==> config.mk <==
export PLATFORM = sky130hd
export DESIGN_NAME = mmio_io_hub
export DESIGN_NICKNAME = d
export VERILOG_FILES = /design/src/rtl/mmio_io_hub_pkg.sv /design/src/rtl/io_debounce.sv /design/src/rtl/mmio_io_hub.sv
export SDC_FILE = /design/constraint.sdc
export NUM_CORES = 1
export LEC_CHECK = 0
export ABC_AREA = 1
export BUFFER_PORTS_ARGS = -buffer_cell sky130_fd_sc_hd__clkbuf_2
export CORE_ASPECT_RATIO = 1.4
export CORE_MARGIN = 5
export CORE_UTILIZATION = 30
export DETAILED_ROUTE_END_ITERATION = 6
export GPL_ROUTABILITY_DRIVEN = 0
export PLACE_DENSITY = 0.58
export SYNTH_ARGS = -nofsm -noshare
export SYNTH_HDL_FRONTEND = slang
export SYNTH_SLANG_ARGS = --single-unit
==> constraint.sdc <==
create_clock -name clk -period 3.9 [get_ports clk]
set_input_delay 1.17 -clock clk [delete_from_list [all_inputs] [get_ports clk]]
set_output_delay 1.17 -clock clk [all_outputs]
set_load 0.005 [all_outputs]
==> src/rtl/mmio_io_hub_pkg.sv <==
// ============================================================================
// Module : mmio_io_hub_pkg
// Brief  : Shared I/O window map: register indices, CTRL/STATUS bit positions.
// Rev    : 1.0  initial release
// ============================================================================
`default_nettype none

package mmio_io_hub_pkg;

    localparam logic [31:0] IO_BASE_DEFAULT = 32'hFFFF_0000;

    // Word index within the 64-byte window (byte offset = index * 4)
    typedef enum logic [3:0] {
        REG_SEG    = 4'd0,
        REG_LED    = 4'd1,
        REG_SW     = 4'd2,
        REG_TIMER  = 4'd3,
        REG_CMP    = 4'd4,
        REG_CTRL   = 4'd5,
        REG_STATUS = 4'd6
    } io_reg_e;

    localparam int CTRL_TMR_EN    = 0;
    localparam int CTRL_IRQ_EN    = 1;
    localparam int ST_TMR_MATCH   = 0;
    localparam int ST_SW_CHG      = 1;

    function automatic logic [31:0] io_addr(input logic [31:0] base, input io_reg_e idx);
        return {base[31:6], idx, 2'b00};
    endfunction

endpackage

`default_nettype wire

==> src/rtl/io_debounce.sv <==
// ============================================================================
// Module : io_debounce
// Brief  : 2-flop synchroniser plus whole-vector debouncer with change pulse.
// Rev    : 1.0  initial release
// ============================================================================
`default_nettype none

module io_debounce #(
    parameter int          W   = 16,
    parameter logic [19:0] CYC = 20'd100000
) (
    input  logic         clk,
    input  logic         reset,
    input  logic [W-1:0] din,
    output logic [W-1:0] dout,
    output logic         chg_pulse
);

    logic [W-1:0] sync1;
    logic [W-1:0] sync2;
    logic [19:0]  cnt;
    logic         differs;
    logic         expire;

    assign differs   = (sync2 != dout);
    assign expire    = differs && (cnt == CYC - 20'd1);
    // Pulses in the cycle before dout takes the new value, so the flag and value land together
    assign chg_pulse = expire;

    always_ff @(posedge clk) begin
        if (reset) begin
            sync1 <= '0;
            sync2 <= '0;
            cnt   <= '0;
            dout  <= '0;
        end else begin
            sync1 <= din;
            sync2 <= sync1;
            if (!differs) begin
                cnt <= '0;
            end else if (expire) begin
                dout <= sync2;
                cnt  <= '0;
            end else begin
                cnt <= cnt + 20'd1;
            end
        end
    end

endmodule

`default_nettype wire

==> src/rtl/mmio_io_hub.sv <==
// ============================================================================
// Module : mmio_io_hub
// Brief  : Memory-mapped I/O hub: address decode, seg7/LED regs, switches, timer, irq.
// Rev    : 1.0  initial release
// ============================================================================
`default_nettype none

module mmio_io_hub
    import mmio_io_hub_pkg::*;
#(
    parameter logic [31:0] IO_BASE      = IO_BASE_DEFAULT,
    parameter int          SW_W         = 16,
    parameter int          LED_W        = 16,
    parameter logic [19:0] DEBOUNCE_CYC = 20'd100000
) (
    input  logic             clk,
    input  logic             reset,
    input  logic [31:0]      addr,
    input  logic             mem_read,
    input  logic             mem_write,
    input  logic [31:0]      wdata,
    input  logic [31:0]      dmem_rdata,
    input  logic [SW_W-1:0]  sw,
    output logic             dmem_we,
    output logic [31:0]      rdata,
    output logic [31:0]      seg_value,
    output logic [LED_W-1:0] led,
    output logic             irq
);

    logic            io_hit;
    logic [3:0]      reg_idx;
    logic            io_wr;
    logic [SW_W-1:0] sw_db;
    logic            sw_chg;
    logic [31:0]     timer;
    logic [31:0]     cmp;
    logic [1:0]      ctrl;
    logic [1:0]      status;

    logic [31:0]     timer_nxt;
    logic [1:0]      ctrl_nxt;
    logic [1:0]      status_nxt;
    logic [1:0]      status_clr;
    logic            match_set;
    logic            irq_nxt;
    logic [31:0]     io_rdata;

    // Byte-lane bits and the load strobe carry no information for this block
    logic            unused_ok;
    assign unused_ok = ^{addr[1:0], mem_read};

    assign io_hit  = (addr[31:6] == IO_BASE[31:6]);
    assign reg_idx = addr[5:2];
    assign io_wr   = mem_write && io_hit;
    assign dmem_we = mem_write && !io_hit;

    io_debounce #(
        .W   (SW_W),
        .CYC (DEBOUNCE_CYC)
    ) u_debounce (
        .clk       (clk),
        .reset     (reset),
        .din       (sw),
        .dout      (sw_db),
        .chg_pulse (sw_chg)
    );

    always_comb begin
        timer_nxt  = timer;
        ctrl_nxt   = ctrl;
        status_clr = 2'b00;
        match_set  = ctrl[CTRL_TMR_EN] && (timer == cmp);

        if (io_wr && reg_idx == REG_TIMER) begin
            timer_nxt = wdata;
        end else if (ctrl[CTRL_TMR_EN]) begin
            timer_nxt = timer + 32'd1;
        end
        if (io_wr && reg_idx == REG_CTRL) begin
            ctrl_nxt = wdata[1:0];
        end
        if (io_wr && reg_idx == REG_STATUS) begin
            status_clr = wdata[1:0];
        end

        // Set events are OR-ed after the clear so a coincident set survives
        status_nxt               = status & ~status_clr;
        status_nxt[ST_TMR_MATCH] = status_nxt[ST_TMR_MATCH] | match_set;
        status_nxt[ST_SW_CHG]    = status_nxt[ST_SW_CHG] | sw_chg;
        irq_nxt                  = ctrl_nxt[CTRL_IRQ_EN] && (status_nxt != 2'b00);
    end

    always_ff @(posedge clk) begin
        if (reset) begin
            seg_value <= '0;
            led       <= '0;
            timer     <= '0;
            cmp       <= '0;
            ctrl      <= '0;
            status    <= '0;
            irq       <= 1'b0;
        end else begin
            if (io_wr && reg_idx == REG_SEG) seg_value <= wdata;
            if (io_wr && reg_idx == REG_LED) led       <= wdata[LED_W-1:0];
            if (io_wr && reg_idx == REG_CMP) cmp       <= wdata;
            timer  <= timer_nxt;
            ctrl   <= ctrl_nxt;
            status <= status_nxt;
            irq    <= irq_nxt;
        end
    end

    always_comb begin
        io_rdata = '0;
        case (reg_idx)
            REG_SEG:    io_rdata = seg_value;
            REG_LED:    io_rdata[LED_W-1:0] = led;
            REG_SW:     io_rdata[SW_W-1:0]  = sw_db;
            REG_TIMER:  io_rdata = timer;
            REG_CMP:    io_rdata = cmp;
            REG_CTRL:   io_rdata[1:0] = ctrl;
            REG_STATUS: io_rdata[1:0] = status;
            default:    io_rdata = '0;
        endcase
    end

    assign rdata = io_hit ? io_rdata : dmem_rdata;

endmodule

`default_nettype wire

==> Word level (Yosys, flattened, before mapping) <==
Index checks and enable logic that the tools add are counted.
{ "word_totals": {"ff_bits": 185, "output_inout_bits": 82, "input_bits": 116} }
{ "op_classes": {"reduce_logical": 17, "n_eq_ne": 10, "mux": 8, "bitwise": 5, "add_sub_neg": 2} }
{ "ops": {"columns": ["cell", "n"], "rows": [
  ["32-bit two-way mux", 3],
  ["14-bit case mux with 5 select lines", 1],
  ["16-bit case mux with 3 select lines", 1],
  ["32-bit by 1-bit adder with 32-bit output, second input constant", 1],
  ["32-bit equality test", 1],
  ["26-bit equality test, second input constant", 1],
  ["20-bit by 1-bit adder with 20-bit output, second input constant", 1],
  ["20-bit by 17-bit equality test with 1-bit output, second input constant", 1],
  ["16-bit != test", 1],
  ["2-bit case mux with 7 select lines", 1],
  ["4-bit by 3-bit equality test with 1-bit output, second input constant", 3],
  ["1-bit logical AND", 11],
  ["4-bit by 2-bit equality test with 1-bit output, second input constant", 2],
  ["4-bit by 1-bit equality test with 1-bit output, second input constant", 1],
  ["4-bit logical NOT", 1],
  ["2-bit two-way mux", 2],
  ["2-bit nonzero test", 2],
  ["3-bit OR reduction", 1],
  ["2-bit bitwise AND", 1],
  ["2-bit inverter", 1],
  ["1-bit bitwise OR", 2],
  ["2-bit AND reduction", 1],
  ["1-bit logical NOT", 1],
  ["1-bit inverter", 1]
]} }

==> Longest topological paths before layout <==
{ "logic_depth": {"word_depth": 9, "mapped_depth": 13} }

==> Cells and area by module <==
Synthesis repeated with hierarchy kept, for this count alone.
{ "unflattened": {"hier_cells": 1624, "hier_area_um2": 10353.7} }
{ "modules_own_cells": {"columns": ["module", "n_inst", "area_per_inst_um2", "cells_each"], "rows": [
  ["mmio_io_hub", 1, 7338.3, 1193],
  ["io_debounce", 1, 3015.4, 431]
]} }

==> Worst setup path after synthesis <==
Ideal clock, no wire load.
{ "synth_path": {"path_type": "in2out", "start": "input addr[13]", "end": "output rdata[12]", "t_arrival_ns": 2.341, "path_stages": 9, "slack_ns": 0.389, "t_required_ns": 2.730, "cell_sequence": "nor2_1 > nand2_1 > nor2_1 > nand2_1 > nor2_4 > buf_2 > buf_2 > nor2_1 > a41oi_1"} }
{ "synth_via": {"elab_chain_len": 2} }
{ "synth_lines": {"columns": ["element", "line_no", "text"], "rows": [
  ["start, declared", "mmio_io_hub.sv:18", "input logic [31:0] addr,"],
  ["26-bit equality test", "mmio_io_hub.sv:53", "assign io_hit = (addr[31:6] == IO_BASE[31:6]);"],
  ["32-bit two-way mux", "mmio_io_hub.sv:128", "assign rdata = io_hit ? io_rdata : dmem_rdata;"],
  ["end, declared", "mmio_io_hub.sv:25", "output logic [31:0] rdata,"]
]} }
No other way between the ends.

==> Worst setup path after layout <==
{ "layout_path": {"start": "input addr[5]", "end": "output rdata[18]"} }
{ "layout_via": {"elab_chain_len": 3, "elab_cells_between_ends": 5, "classes_between": "2 x eq/ne; 2 x mux; 1 x reduce/logical"} }
{ "layout_lines": {"columns": ["element", "line_no", "text"], "rows": [
  ["4-bit by 3-bit equality test with 1-bit output, or another cell as far along", "mmio_io_hub.sv:116", "case (reg_idx)"],
  ["16-bit case mux with 3 select lines (*)", "mmio_io_hub.sv:116", null],
  ["32-bit two-way mux (*)", "mmio_io_hub.sv:128", null]
]} }
Every way passes the cells marked *; elsewhere a longest branch is shown, timed or not.

==> impl_metrics.py <==
metrics = {
    "worst_setup_path": {
        "cp_max_fo": 16,
        "worstSetupPathType": "input port to output pin",
        "critical_path_required_ns": 2.73,
        "start_kind": "input port",
        "cp-end-kind": "output pin",
        "crit_arrival_ns": 2.58,
    },
    "timing": {
        "period_needed_ns": 3.75,
        "slew_violations": 0,
        "slew_headroom": 0.481,
        "rsz0062_at_grt": "false",
        "worstMarginPinSlew_ns": 0.776,
        "final.setup.tns_ns": 0,
        "max_freq_ghz": 0.267,
        "finalSetupViolCount": 0,
        "fin_skew_ns": 0.0120,
        "fin_ws_ns": 0.149,
        "hold_violations": 0,
        "finalCritPeriodShare": 0.962,
    },
    "cells_and_area": {
        "syn2layout_area_growth_pct": 21.2,
        "fillers": 3523,
        "fin_area_um2": 12000,
        "nNetsFinal": 1793,
        "fin_cells": 2128,
        "drive_above_1_share": 0.161,
    },
    "place": {
        "place_area_um2": 11400,
        "dp_hpwl_um": 26500,
        "place_ws_ns": 0.0563,
        "port_buffers": 194,
        "dpl.cell_count": 2096,
    },
    "synth": {
        "ys_seq_area_frac": 0.375,
        "synth_area_leader_cell": "dfxtp_1",
        "yosysUniqueCellTypes": 35,
        "ys_seq_elements": 185,
        "synth_area_leaders": "dfxtp_1 (37%), nand2_1 (12%), inv_1 (7.8%), nor2_1 (7.6%), nand3_1 (6.3%)",
        "ys.flop_type": "dfxtp_1",
        "synthTopCellsByCount": "nand2_1 (310), inv_1 (205), nor2_1 (201)",
        "synth_area_um2": 9880,
        "synth_fp_nets": 1632,
        "synth.most_common_cell": "nand2_1",
        "synth_top_area_frac": 0.375,
        "netlist_instances": 1514,
        "yosysWarnings": 0,
        "async_flop_share": 0,
        "synth_enable_flop_cells": 0,
        "avgSynthCellArea_um2": 6.53,
    },
    "detailed_routing": {
        "first_pass_iters": 7,
        "drt-total-wl_um": 34800,
        "drt_iter0_markers": 733,
        "dr_total_vias": 10439,
        "ant_nets": 0,
        "avgViaCountPerCell": 4.91,
        "drcViolationCount": 0,
        "wl_per_cell_um": 16.3,
    },
    "clocking": {
        "clk_path_buf_depth": 2,
        "clk_latency_ns": 0.44,
        "cts.sinks": 185,
        "path_clk_slew_ns": 0.07,
        "cts-root-buf": "clkbuf_16",
        "cts_setup_buffers": 0,
        "post_cts_resized": 0,
        "htree_levels": 4,
        "numCtsBuffers": 17,
        "hold_buffers": 0,
        "cts_tree": "yes",
    },
    "power": {
        "p_total_w": 0.00393,
        "p_leak_nw": 5.46,
        "power_density_nw_per_um2": 328,
        "worst_ir_drop_vdd_mv": 0.224,
    },
    "die": {
        "row_count": 78,
        "core_um2": 32500,
        "die_w_um": 163,
        "pin_count": 198,
        "die_y_um": 225,
        "start_util": 0.304,
        "die-area_um2": 36700,
    },
    "global_routing": {
        "grt_max_degree": 65,
        "grt_pass1_wl_um": 53900,
        "grt_pass1_vias": 9848,
        "antenna_found_initial": 1,
        "track_usage": 0.187,
        "overflow": 0,
    },
    "min_path": {
        "holdCritPathClass": "flip-flop to flip-flop",
    },
    "outcome": {
        "status": "completed",
    },
    "run": {
        "maxCapViolCount": 0,
    },
}
## metrics by stage
stage / utilization / hold slack (ns)
floorplan: - / 0.388
global route: 0.369 / 0.409
finish: 0.369 / 0.395
detailed placement: 0.350 / 0.393
CTS: 0.368 / 0.393
global placement: 0.350 / 0.391
## cells by family after synthesis
| family | synth area share |
|---|---|
| xor+xnor | 0.0452 |
| compound gates | 0.158 |
| flops | 0.375 |
| simple gates | 0.300 |
| fa+ha+maj | 0.00253 |
| buf+inv | 0.120 |
## flip-flops by register name, summed over array words and instances (netlist names)
signal and count:
ctrl 2, u_debounce.sync2 16, seg_value 32, led 16
u_debounce.cnt 20, u_debounce.dout 16, timer 32, irq 1
u_debounce.sync1 16, cmp 32, status 2
## power by group
group | switching [W] | internal (W)
clock network | 0.000833 | 0.000929
registers | 0.00000848 | 0.00191
logic | 0.000154 | 0.0000969
total | 0.000995 | 0.00293
## cell usage in the layout, fill, tap and decap left out, types with 16 or more instances in the layout
| cell | Yosys | layout |
|---|---|---|
| o21ai_0 | 70 | 68 |
| clkbuf_2 | 0 | 194 |
| nand2_1 | 310 | 310 |
| xor2_1 | 35 | 35 |
| nor2_1 | 201 | 200 |
| a21oi_1 | 112 | 112 |
| xnor2_1 | 16 | 16 |
| o21ai_1 | 57 | 59 |
| inv_1 | 205 | 203 |
| nand4_1 | 40 | 40 |
| buf_4 | 3 | 19 |
| clkbuf_16 | 0 | 17 |
| nand3_1 | 124 | 123 |
| o22ai_1 | 18 | 17 |
| dfxtp_1 | 185 | 185 |
## layout make-up
type | instances | area [um^2] | area share
clock buffer | 18 | 439 | 0.0367
sequential | 185 | 3700 | 0.309
inverter | 209 | 786 | 0.0656
clock inverter | 13 | 153 | 0.0127
tap | 440 | 551 | 0.0460
multi-input combinational | 1038 | 5010 | 0.418
antenna | 1 | 2.50 | 0.000209
timing repair buffer | 224 | 1330 | 0.111
## worst paths after layout
check / startpoint / endpoint / slack, ns / cells after the start
worst min register to register: u_debounce.sync1[5] / u_debounce.sync2[5] / 0.39 / 2
worst max-delay path: addr[5] / rdata[18] / 0.15 / 9
worst min-delay path: u_debounce.sync1[5] / u_debounce.sync2[5] / 0.39 / 2
worst max register to register: u_debounce.dout[1] / u_debounce.cnt[3] / 1.82 / 8
## worst max-delay path, stage by stage
cell	delay, ns
clkbuf_2	0.09
nor2_1	0.19
buf_4	0.16
inv_1	0.04
nor2_2	0.18
buf_4	0.26
a21oi_1	0.09
o21ai_0	0.22
clkbuf_2	0.17
## layer usage
layer | GRT usage | routed length (um)
met4 | 0.0812 | 1420
met3 | 0.0302 | 2130
met2 | 0.316 | 16800
met5 | 0 | 0
met1 | 0.234 | 14400
Power figures use the tool's default switching activity.
